$ cat src/rtl/if_id_queue_pkg.sv
// Shared widths and constants for the fetch/decode instruction queue.
package if_id_queue_pkg;

    localparam int ADDRESS_LEN     = 32;
    localparam int INSTRUCTION_LEN = 32;
    localparam int IFQ_DEPTH       = 4;

    localparam logic [31:0] BUBBLE_INST = 32'h0;

endpackage

$ cat src/rtl/ifq_ptr.sv
// Wrapping queue pointer with async clear, sync clear and increment.
module ifq_ptr #(
    parameter int W = 2
) (
    input  logic         clk,
    input  logic         rst,
    input  logic         clr,
    input  logic         inc,
    output logic [W-1:0] ptr
);

    always_ff @(posedge clk or negedge rst) begin
        if (!rst) begin
            ptr <= '0;
        end else if (clr) begin
            ptr <= '0;
        end else if (inc) begin
            ptr <= ptr + W'(1);
        end
    end

endmodule

$ cat src/rtl/if_id_queue.sv
// Instruction queue between fetch and decode; flushes on taken branch.
module if_id_queue
    import if_id_queue_pkg::*;
#(
    parameter int DEPTH  = IFQ_DEPTH,
    parameter int ADDR_W = ADDRESS_LEN,
    parameter int INST_W = INSTRUCTION_LEN,
    localparam int PTR_W = $clog2(DEPTH),
    localparam int CNT_W = $clog2(DEPTH + 1)
) (
    input  logic              clk,
    input  logic              rst,
    input  logic              in_valid,
    input  logic [ADDR_W-1:0] in_pc,
    input  logic [INST_W-1:0] in_instruction,
    output logic              in_ready,
    input  logic              flush,
    input  logic              out_ready,
    output logic              out_valid,
    output logic [ADDR_W-1:0] out_pc,
    output logic [INST_W-1:0] out_instruction,
    output logic [CNT_W-1:0]  count
);

    logic [ADDR_W-1:0] pc_mem   [DEPTH];
    logic [INST_W-1:0] inst_mem [DEPTH];

    logic [PTR_W-1:0] rd_ptr;
    logic [PTR_W-1:0] wr_ptr;
    logic             push;
    logic             pop;

    assign in_ready  = (count != CNT_W'(DEPTH));
    assign out_valid = (count != '0);
    assign push      = in_valid & in_ready & ~flush;
    assign pop       = out_valid & out_ready & ~flush;

    assign out_pc          = out_valid ? pc_mem[rd_ptr] : '0;
    assign out_instruction = out_valid ? inst_mem[rd_ptr]
                                       : INST_W'(BUBBLE_INST);

    ifq_ptr #(.W(PTR_W)) u_rd_ptr (
        .clk (clk),
        .rst (rst),
        .clr (flush),
        .inc (pop),
        .ptr (rd_ptr)
    );

    ifq_ptr #(.W(PTR_W)) u_wr_ptr (
        .clk (clk),
        .rst (rst),
        .clr (flush),
        .inc (push),
        .ptr (wr_ptr)
    );

    // Storage is intentionally unreset; validity lives in count.
    always_ff @(posedge clk) begin
        if (push) begin
            pc_mem[wr_ptr]   <= in_pc;
            inst_mem[wr_ptr] <= in_instruction;
        end
    end

    always_ff @(posedge clk or negedge rst) begin
        if (!rst) begin
            count <= '0;
        end else if (flush) begin
            count <= '0;
        end else if (push && !pop) begin
            count <= count + CNT_W'(1);
        end else if (pop && !push) begin
            count <= count - CNT_W'(1);
        end
    end

    always_ff @(posedge clk) begin
        if (rst) begin
            assert (count <= CNT_W'(DEPTH))
                else $error("if_id_queue: occupancy above DEPTH");
        end
    end

endmodule

$ cat config.mk
export PLATFORM = sky130hd
export DESIGN_NAME = if_id_queue
export DESIGN_NICKNAME = d
export VERILOG_FILES = /design/src/rtl/if_id_queue_pkg.sv /design/src/rtl/ifq_ptr.sv /design/src/rtl/if_id_queue.sv
export SDC_FILE = /design/constraint.sdc
export NUM_CORES = 1
export LEC_CHECK = 0
export ABC_AREA = 1
export ABC_CLOCK_PERIOD_IN_PS = 6000
export CORE_MARGIN = 2
export CORE_UTILIZATION = 55
export CTS_CLUSTER_DIAMETER = 150
export DETAILED_ROUTE_END_ITERATION = 16
export PLACE_DENSITY_LB_ADDON = 0.3
export SETUP_SLACK_MARGIN = 0.02
export SLEW_MARGIN = 15
export SYNTH_ARGS = -nofsm -noshare
export SYNTH_HDL_FRONTEND = slang
export SYNTH_HIERARCHICAL = 1
export SYNTH_SLANG_ARGS = --single-unit
$ cat constraint.sdc
create_clock -name clk -period 6 [get_ports clk]
set_input_delay 1.2 -clock clk [delete_from_list [all_inputs] [get_ports clk]]
set_output_delay 1.2 -clock clk [all_outputs]
set_load 0.005 [all_outputs]
==> flow_summary.yaml, run 1 <==
timing:
  fin_skew_ps: 11.69
  fin_crit_ps: 4521
  drv_slew: 0
  max_freq_mhz: 221.2
  finalHoldViolCount: 0
  post-route-period-util: 0.7534
  rsz0062_at_grt: "no"
  holdWs_ps: 632.7
  setup_violations: 0
  tightestPinTransition_ps: 968.2
  post-route-worst-setup-slack_ps: 1479
  slew_headroom: 0.3545
clock_tree:
  clkSlewWorstSetupHoldPaths_ps: 60
  cts_inserted_buffers: 26
  clock_latency_ps: 510
  post_cts_buffers: 0
  cts-root-buf: "clkbuf_16"
  holdBufCountCts: 0
  post_cts_resized: 0
  tritoncts: "yes"
  h-tree-depth: 1
  cts.sinks: 263
  clk_path_buf_depth: 3
floorplanning:
  start_util: 0.5585
  placementRows: 50
  die_y_um: 141.6
  die_w_um: 141.6
  dieArea_um2: 20050
  pin_count: 138
  fp.coreArea_um2: 18640
cells_and_area:
  design_area_um2: 12750
  nNetsFinal: 1020
  drive_gt1_frac: 0.06495
  instances_no_fill: 1205
  area_growth_pct: 22.44
  fillCellCount: 1350
drt:
  firstDrtPassIters: 5
  vias: 6603
  drc: 0
  drt_iter0_drc: 509
  wl_per_cell_um: 17.90
  antenna_left: 0
  drt_wl_total_um: 21570
  drt-vias-per-instance: 5.480
synthesis:
  synth_xor_area_frac: 0.0008412
  syn_area_per_cell_um2: 12.70
  yosysSeqAreaShare: 0.7552
  synth_top_family_by_area: "simple AND/OR/NAND/NOR gates"
  ys.warnings.count: 6
  synth-simple-area-share: 0.1097
  synth_mux_area_frac: 0
  synth_compound_area_frac: 0.09494
  synth-adder-area-share: 0.001923
  ys_types: 22
  synth_area_um2: 10410
  ys_ff_latch: 263
  synth_fp_nets: 890
  netlist_instances: 820
worst_setup_path:
  crit_path_start_kind: "flip-flop"
  r2r_cells: 5
  cp_data_required_time_ps: 4800
  r2r-end: "inst_mem[0][4]"
  crit_start: "u_rd_ptr/ptr[0]"
  endpoint: "out_pc[3]"
  end_kind: "primary output"
  arrival_ps: 3320
  path_class: "reg2out"
  timing.rr.start: "count[0]"
  ff2ff_setup_slack_ps: 3910
  crit_fanout: 92
global_route:
  grt_pass1_wl_um: 33630
  grt_max_degree: 93
  grt_usage: 0.2150
  grt.overflow.total: 0
  grt_pass1_vias: 6555
  antenna_found_initial: 1
placed_design:
  routabilityCongestion: 0.7145
  dp_slack_ps: 2079
  io_buffers: 137
  place_area_um2: 11870
  dp_cells: 1156
  dp_hpwl_um: 11650
pwr:
  ir_drop_mv: 0.2631
  powerDensity_nw_per_um2: 375.7
  leakage_nw: 4.352
job:
  drv_cap: 0
worst_hold_path:
  hp-class: "reg2reg"
run_status:
  status: "finished, final reports clean"
==> metrics by stage <==
stage                     TNS [ps]  power (mW)    util
final                            0       4.789  0.6838
after global routing             0       4.998  0.6838
after CTS                        0       4.825  0.6836
after detailed placement         0       3.205  0.6368
after global placement           0       3.189  0.6368
after floorplan            -128930       2.671       -
==> synth_stat cells, drive strengths merged <==
library cell / count / area (um2)
nand4: 3 / 18.77
inv: 15 / 56.30
o21ai: 128 / 640.6
nand2: 21 / 81.33
fa: 1 / 20.02
clkbuf: 12 / 45.04
nor2: 265 / 1002
xor2: 1 / 8.760
dfrtp: 7 / 175.2
nor3: 4 / 20.02
a21oi: 68 / 347.8
nand3: 4 / 20.02
buf: 35 / 287.8
edfxtp: 256 / 7687
==> cells in the final DEF, fill, tap and decap left out, drive strengths merged <==
| cell | n |
|---|---|
| nand3 | 4 |
| buf | 12 |
| xor2 | 1 |
| dfrtp | 7 |
| nor2 | 265 |
| nand2 | 21 |
| a21oi | 68 |
| o21ai | 128 |
| nor3 | 4 |
| clkdlybuf4s50 | 137 |
| inv | 14 |
| edfxtp | 256 |
| fa | 1 |
| clkbuf | 37 |
| bufinv | 3 |
| nand4 | 3 |
| clkinv | 9 |
| diode | 1 |
==> worst min-delay path by stage <==
stage,slack (ps),endpoint,startpoint,cells past startpoint
detailed placement,630,count[1],count[1],2
finish,630,count[1],count[1],2
CTS,630,count[1],count[1],2
global placement,600,u_wr_ptr/ptr[1],u_wr_ptr/ptr[1],2
global route,650,count[1],count[1],2
floorplan,540,u_rd_ptr/ptr[1],u_rd_ptr/ptr[1],2
==> logic make-up (layout without fill, tap and decap cells) <==
kind of cell               after synthesis  in the layout
adders and majority gates                1              1
xor gates and xnor gates                 1              1
DFF                                    263            263
buffers and inverters                   62            212
AOI/OAI and AO/OA                      196            196
and+or+nand+nor                        297            297
other                                    0              1
==> worst max-delay path, stage by stage, from the launching register on <==
cell             delay [ps]
dfrtp_4                 730
buf_4                   850
nor2_1                  110
nor2_1                  140
o21ai_0                 120
a21oi_1                 240
clkdlybuf4s50_1         580
==> layer usage <==
metal	part of all wire	wire, um	global-route usage	vias to the layer above
li1	-	-	-	3167
met1	0.40	8615	0.2782	3172
met2	0.51	11090	0.3804	232
met3	0.069	1488	0.04016	32
met4	0.017	373	0.05158	0
met5	0	0	0	-
==> power breakdown <==
part / internal (mW) / switching [mW] / leakage (nW)
registers: 2.09 / 0.0434 / 2.41
clock network: 0.989 / 0.637 / 0.429
logic: 0.504 / 0.521 / 1.51
total: 3.59 / 1.20 / 4.35
==> sequential cells by signal (all words and copies together), names as in the netlist <==
register      flops
inst_mem        128
count             3
u_wr_ptr/ptr      2
pc_mem          128
u_rd_ptr/ptr      2
==> cell type report <==
| type | instances | area [um2] | share of cell area |
|---|---|---|---|
| Antenna cell | 1 | 2.502 | 0.0001963 |
| Clock buffer | 37 | 743.2 | 0.05830 |
| Clock inverter | 11 | 130.1 | 0.01021 |
| Inverter | 15 | 57.56 | 0.004515 |
| Multi-Input combinational cell | 495 | 2180 | 0.1710 |
| Sequential cell | 263 | 7868 | 0.6172 |
| Tap cell | 234 | 292.8 | 0.02297 |
| Timing Repair Buffer | 149 | 1474 | 0.1156 |
Note: power is estimated with default switching activity, not from simulation.
==> run 2: changes to the inputs <==
ABC_CLOCK_PERIOD_IN_PS = 3700   (was 6000)
CORE_UTILIZATION = 50   (was 55)
clock period = 3.7 ns   (was 6 ns; I/O delays follow)
==> run 2 against run 1 <==
Net effect:
- wire length about the same
- sequential share of layout area down 0.68 points
- die area up 9.7%
- setup slack worse by 1100 ps
- cell area up 1.1%
- sequential cell count unchanged
- critical path depth unchanged
- first-iteration DRC count down 5.1%
- highest routed layer is now met5
==> flow_summary.yaml, run 2 (synthesis gave the netlist of run 1 again) <==
timing:
  finalHoldViolCount: 0
  setup_tns_ps: 0
  post-route-period-util: 0.9081
  fin_skew_ps: 10.94
  rsz0062_at_grt: "no"
  max_freq_mhz: 297.6
  fin_crit_ps: 3360
  tightestPinTransition_ps: 836.6
  drv_slew: 0
  slew_headroom: 0.4422
  holdWs_ps: 516.4
  setup_violations: 0
floorplanning:
  die_y_um: 148.3
  dieArea_um2: 21990
  start_util: 0.5112
  pin_count: 138
  die_w_um: 148.3
  placementRows: 52
  fp.coreArea_um2: 20360
drt:
  vias: 6576
  drt-vias-per-instance: 5.295
  drc: 0
  drt_wl_total_um: 21560
  drt_iter0_drc: 483
  antenna_left: 0
  wl_per_cell_um: 17.36
  firstDrtPassIters: 4
pwr:
  swShare: 0.2569
  seqPwrFrac: 0.445
  p_total_mw: 7.741
  combPwrFrac: 0.225
  internal-power_mw: 5.752
  ir_drop_mv: 0.4496
  clockPowerShare: 0.330
  powerDensity_nw_per_um2: 600.5
  p_sw_mw: 1.989
  leakage_nw: 4.376
clock_tree:
  cts.sinks: 263
  cts-root-buf: "clkbuf_16"
  clkSlewWorstSetupHoldPaths_ps: 70
  cts_inserted_buffers: 26
  holdBufCountCts: 0
  clk_path_buf_depth: 3
  h-tree-depth: 1
  post_cts_buffers: 0
  post_cts_resized: 0
  tritoncts: "yes"
  clock_latency_ps: 520
placed_design:
  dp_hpwl_um: 11370
  io_buffers: 137
  dp_cells: 1195
  routabilityCongestion: 0.7766
  place_area_um2: 12050
global_route:
  grt_max_degree: 133
  grt_pass1_wl_um: 33010
  grt.overflow.total: 0
  grt_pass1_vias: 6288
  antenna_found_initial: 1
  grt_usage: 0.1941
worst_setup_path:
  end_kind: "primary output"
  endpoint: "out_instruction[5]"
  r2r_cells: 11
  crit_start: "u_rd_ptr/ptr[0]"
  path_class: "reg2out"
  ff2ff_setup_slack_ps: 1760
  crit_path_start_kind: "flip-flop"
  crit_chain: "buf_12, nor2_1, nor2_1, o21ai_0, a21oi_1, clkdlybuf4s50_1"
  crit_top_cell: "nor2_1"
  crit_fanout: 132
  r2r-end: "count[2]"
  timing.rr.start: "count[2]"
  arrival_ps: 2620
  cp_data_required_time_ps: 2960
  cpMaxStageDelayCell: "clkdlybuf4s50_1"
  cpPeakStageDelay_ps: 540
run_status:
  status: "finished, final reports clean"
cells_and_area:
  nNetsFinal: 1023
  top_regs: "inst_mem (128), pc_mem (128), count (3)"
  final_common_cell: "nor2_1"
  final_cell_mix: "nor2_1, edfxtp_1, clkdlybuf4s50_1"
  area_growth_pct: 23.81
  n_antenna_cell: 0
  design_area_um2: 12890
  drive_gt1_frac: 0.06584
  instances_no_fill: 1242
job:
  drv_cap: 0
worst_hold_path:
  hp-class: "in2async"
-- run 2: cell type report --
cell class                 instances  area [um2]
clock buffer                      31       669.4
tap                              270       337.8
clock inverter                    16       168.9
multi-input combinational        495        2205
inverter                          15       57.56
timing repair buffer             152        1584
fill                            1529        7475
sequential                       263        7868
-- run 2: power groups by stage --
stage          logic [mW]  registers (mW)  clock network, mW
2_1_floorplan       0.822            3.50                  0
3_3_place_gp         1.74            3.50                  0
3_5_place_dp         1.76            3.51                  0
4_1_cts              1.77            3.44               2.60
5_1_grt              1.90            3.45               2.74
6_report             1.74            3.44               2.56
-- run 2: worst min-delay path by stage --
stage / to / slack [ps]
2_1_floorplan: count[0] / 440
5_1_grt: count[1] / 530
6_report: u_rd_ptr/ptr[1] / 520
3_5_place_dp: count[1] / 660
3_3_place_gp: count[1] / 650
4_1_cts: count[1] / 520
-- run 2: critical path: cells and delay by family, from the launching register on --
kind	cells	cell delay, ps
compound gates	2	350
buf+inv	2	990
flops	1	430
simple gates	2	250
-- run 2: routing by layer --
layer	routed length, um	share of wire	track usage	vias up
li1	-	-	-	3171
met1	8815	0.41	0.2546	3168
met2	11090	0.51	0.3394	208
met3	1336	0.062	0.03221	27
met4	308	0.014	0.05143	2
met5	12	0.00056	0	-
-- run 2: metrics by stage --
| stage | setup WS (ps) | util |
|---|---|---|
| after CTS | 325.5 | 0.6330 |
| after detailed placement | 836.4 | 0.5918 |
| after global routing | 181.1 | 0.6330 |
| after floorplan | -425.4 | - |
| final | 340.1 | 0.6330 |
| after global placement | 884.6 | 0.5918 |
==> edit, RTL diff (flow settings as in run 2) <==
Set the package constant `INSTRUCTION_LEN` to 64 (it was 32).
--- a/src/rtl/if_id_queue_pkg.sv
+++ b/src/rtl/if_id_queue_pkg.sv
@@ -3,5 +3,5 @@
 
     localparam int ADDRESS_LEN     = 32;
-    localparam int INSTRUCTION_LEN = 32;
+    localparam int INSTRUCTION_LEN = 64;
     localparam int IFQ_DEPTH       = 4;
 
Ports: changed (resized in_instruction and out_instruction); port bits go from 138 to 202. No check against the original RTL was run, so the function may have changed too.
==> edit against run 2 <==
  * Area after synthesis up 47%
  * Fmax decreased by 1.1%
  * Largest cell class unchanged
  * Hold slack worse by 0.030 ns
  * Critical path depth fell by 1
  * Sequential cell count grew 128
  * Global-route usage grew 1.1 points
  * Setup slack got worse by 0.038 ns
  * Routed wire length up 54%
  * First-iteration DRC count is 27% higher
  * Design area up 48%
  * Total power increased by 48%
==> edit: results (changes against run 2) <==
| Metric | Value |
|---|---|
| Status | `completed (unchanged)` |
| WL final | `33200 um (was 21600 um)` |
| Commonest cells post-synth | `nor2_1 (392), edfxtp_1 (384), o21ai_0 (174), a21oi_1 (100), clkbuf_1 (30) (was nor2_1 (264), edfxtp_1 (256), o21ai_0 (118), a21oi_1 (66), nand2_1 (20))` |
| First-iteration detailed-routing DRC count | `611 (was 483)` |
| Drt pass-1 iters | `5 (was 4)` |
| Met2 Wirelength | `16500 um (was 11100 um)` |
| Wire length per cell | `18.3 um (was 17.4 um)` |
| Met1 GRT Util | `25.9% (was 25.5%)` |
| Vias in the first global route | `9634 (was 6288)` |
| Leakage | `0.00644 uW (was 0.00438 uW)` |
| WL met3 | `2500 um (was 1340 um)` |
| Fillers | `2176 (was 1529)` |
| Met3 Use GR | `4.79% (was 3.22%)` |
| Post-synth EDFFs | `384 (was 256)` |
| Share of cells above drive strength 1 | `6.48% (was 6.58%)` |
| Post-Route M1 WL | `13700 um (was 8820 um)` |
| Clock skew | `0.00864 ns (was 0.0109 ns)` |
| Worst Tran Pin Value | `0.782 ns (was 0.837 ns)` |
| Worst endpoint data arrival time | `2.66 ns (was 2.62 ns)` |
| Largest registers | `inst_mem x256, pc_mem x128, count x3 (was inst_mem x128, pc_mem x128, count x3)` |
| Syn_nets | `1300 (was 890)` |
| Overall routing resource usage | `20.5% (was 19.4%)` |
| Final net count | `1494 (was 1023)` |
| Top post-synthesis cells by area | `edfxtp_1 (76%), nor2_1 (9.6%), o21ai_0 (5.7%), a21oi_1 (3.3%), dfrtp_1 (1.1%) (was edfxtp_1 (74%), nor2_1 (9.5%), o21ai_0 (5.7%), a21oi_1 (3.2%), buf_6 (1.8%))` |
| DP HPWL | `17400 um (was 11400 um)` |
| Via count | `9694 (was 6576)` |
| Top layer reached by signal wires | `met4 (was met5)` |
| Cells after Synth | `1198 (was 820)` |
| Xor/xnor share of the synthesized area | `0.0574% (was 0.0841%)` |
| Register area share after synthesis | `76.7% (was 75.5%)` |
| Max FO, Critical Path | `84 (was 132)` |
| Netlist cell types | `21 (was 22)` |
| H-tree levels | `2 (was 1)` |
edit: kinds of logic after synthesis:
logic type	count (synthesis)
compound gates	292
xor+xnor	1
fa+ha+maj	1
buf+inv	88
flops	391
simple gates	425
edit: worst paths after layout:
kind | from | to | slack (ns) | cells after the start
min in group clk | count[1] | count[1] | 0.62 | 2
max in group asynchronous | rst | u_rd_ptr/ptr[1] | 2.94 | 1
worst min-delay path | rst | count[0] | 0.49 | 1
worst min register to register | count[1] | count[1] | 0.62 | 2
worst max-delay path | u_rd_ptr/ptr[0] | out_instruction[15] | 0.30 | 5
worst max register to register | count[0] | inst_mem[2][21] | 1.71 | 5
edit: what timing repair did:
item                       CTS  global route
buffers inserted             0             0
hold endpoints to repair     0             0
setup endpoints to repair    0             5
resized for setup            0             1
edit: area by class of cell:
cell class / instances / area (um^2) / share of cell area, %
diodes: 1 / 2.50 / 0.0131
inverters: 15 / 65.1 / 0.341
clock buffers: 49 / 1060 / 5.53
flip-flops and latches: 391 / 11700 / 61.4
well taps: 390 / 488 / 2.56
clock inverters: 20 / 190 / 0.997
repair buffers: 225 / 2400 / 12.6
multi-input cells: 719 / 3160 / 16.6
edit: power groups by stage:
stage          clock network, uW  registers [uW]  logic [uW]
2_1_floorplan                  0            5190        1080
4_1_cts                     3910            5100        2550
5_1_grt                     4100            5120        2780
6_report                    3830            5100        2540
3_5_place_dp                   0            5190        2530
3_3_place_gp                   0            5190        2510
edit: through the flow:
| step | area (um^2) | util, % | total power [uW] |
|---|---|---|---|
| 5_1_grt | 19100 | 63.9 | 12000 |
| 3_5_place_dp | 17800 | 59.6 | 7720 |
| 4_1_cts | 19000 | 63.8 | 11600 |
| 2_1_floorplan | 15300 | - | 6280 |
| 6_report | 19100 | 63.9 | 11500 |
| 3_3_place_gp | 17800 | 59.6 | 7700 |
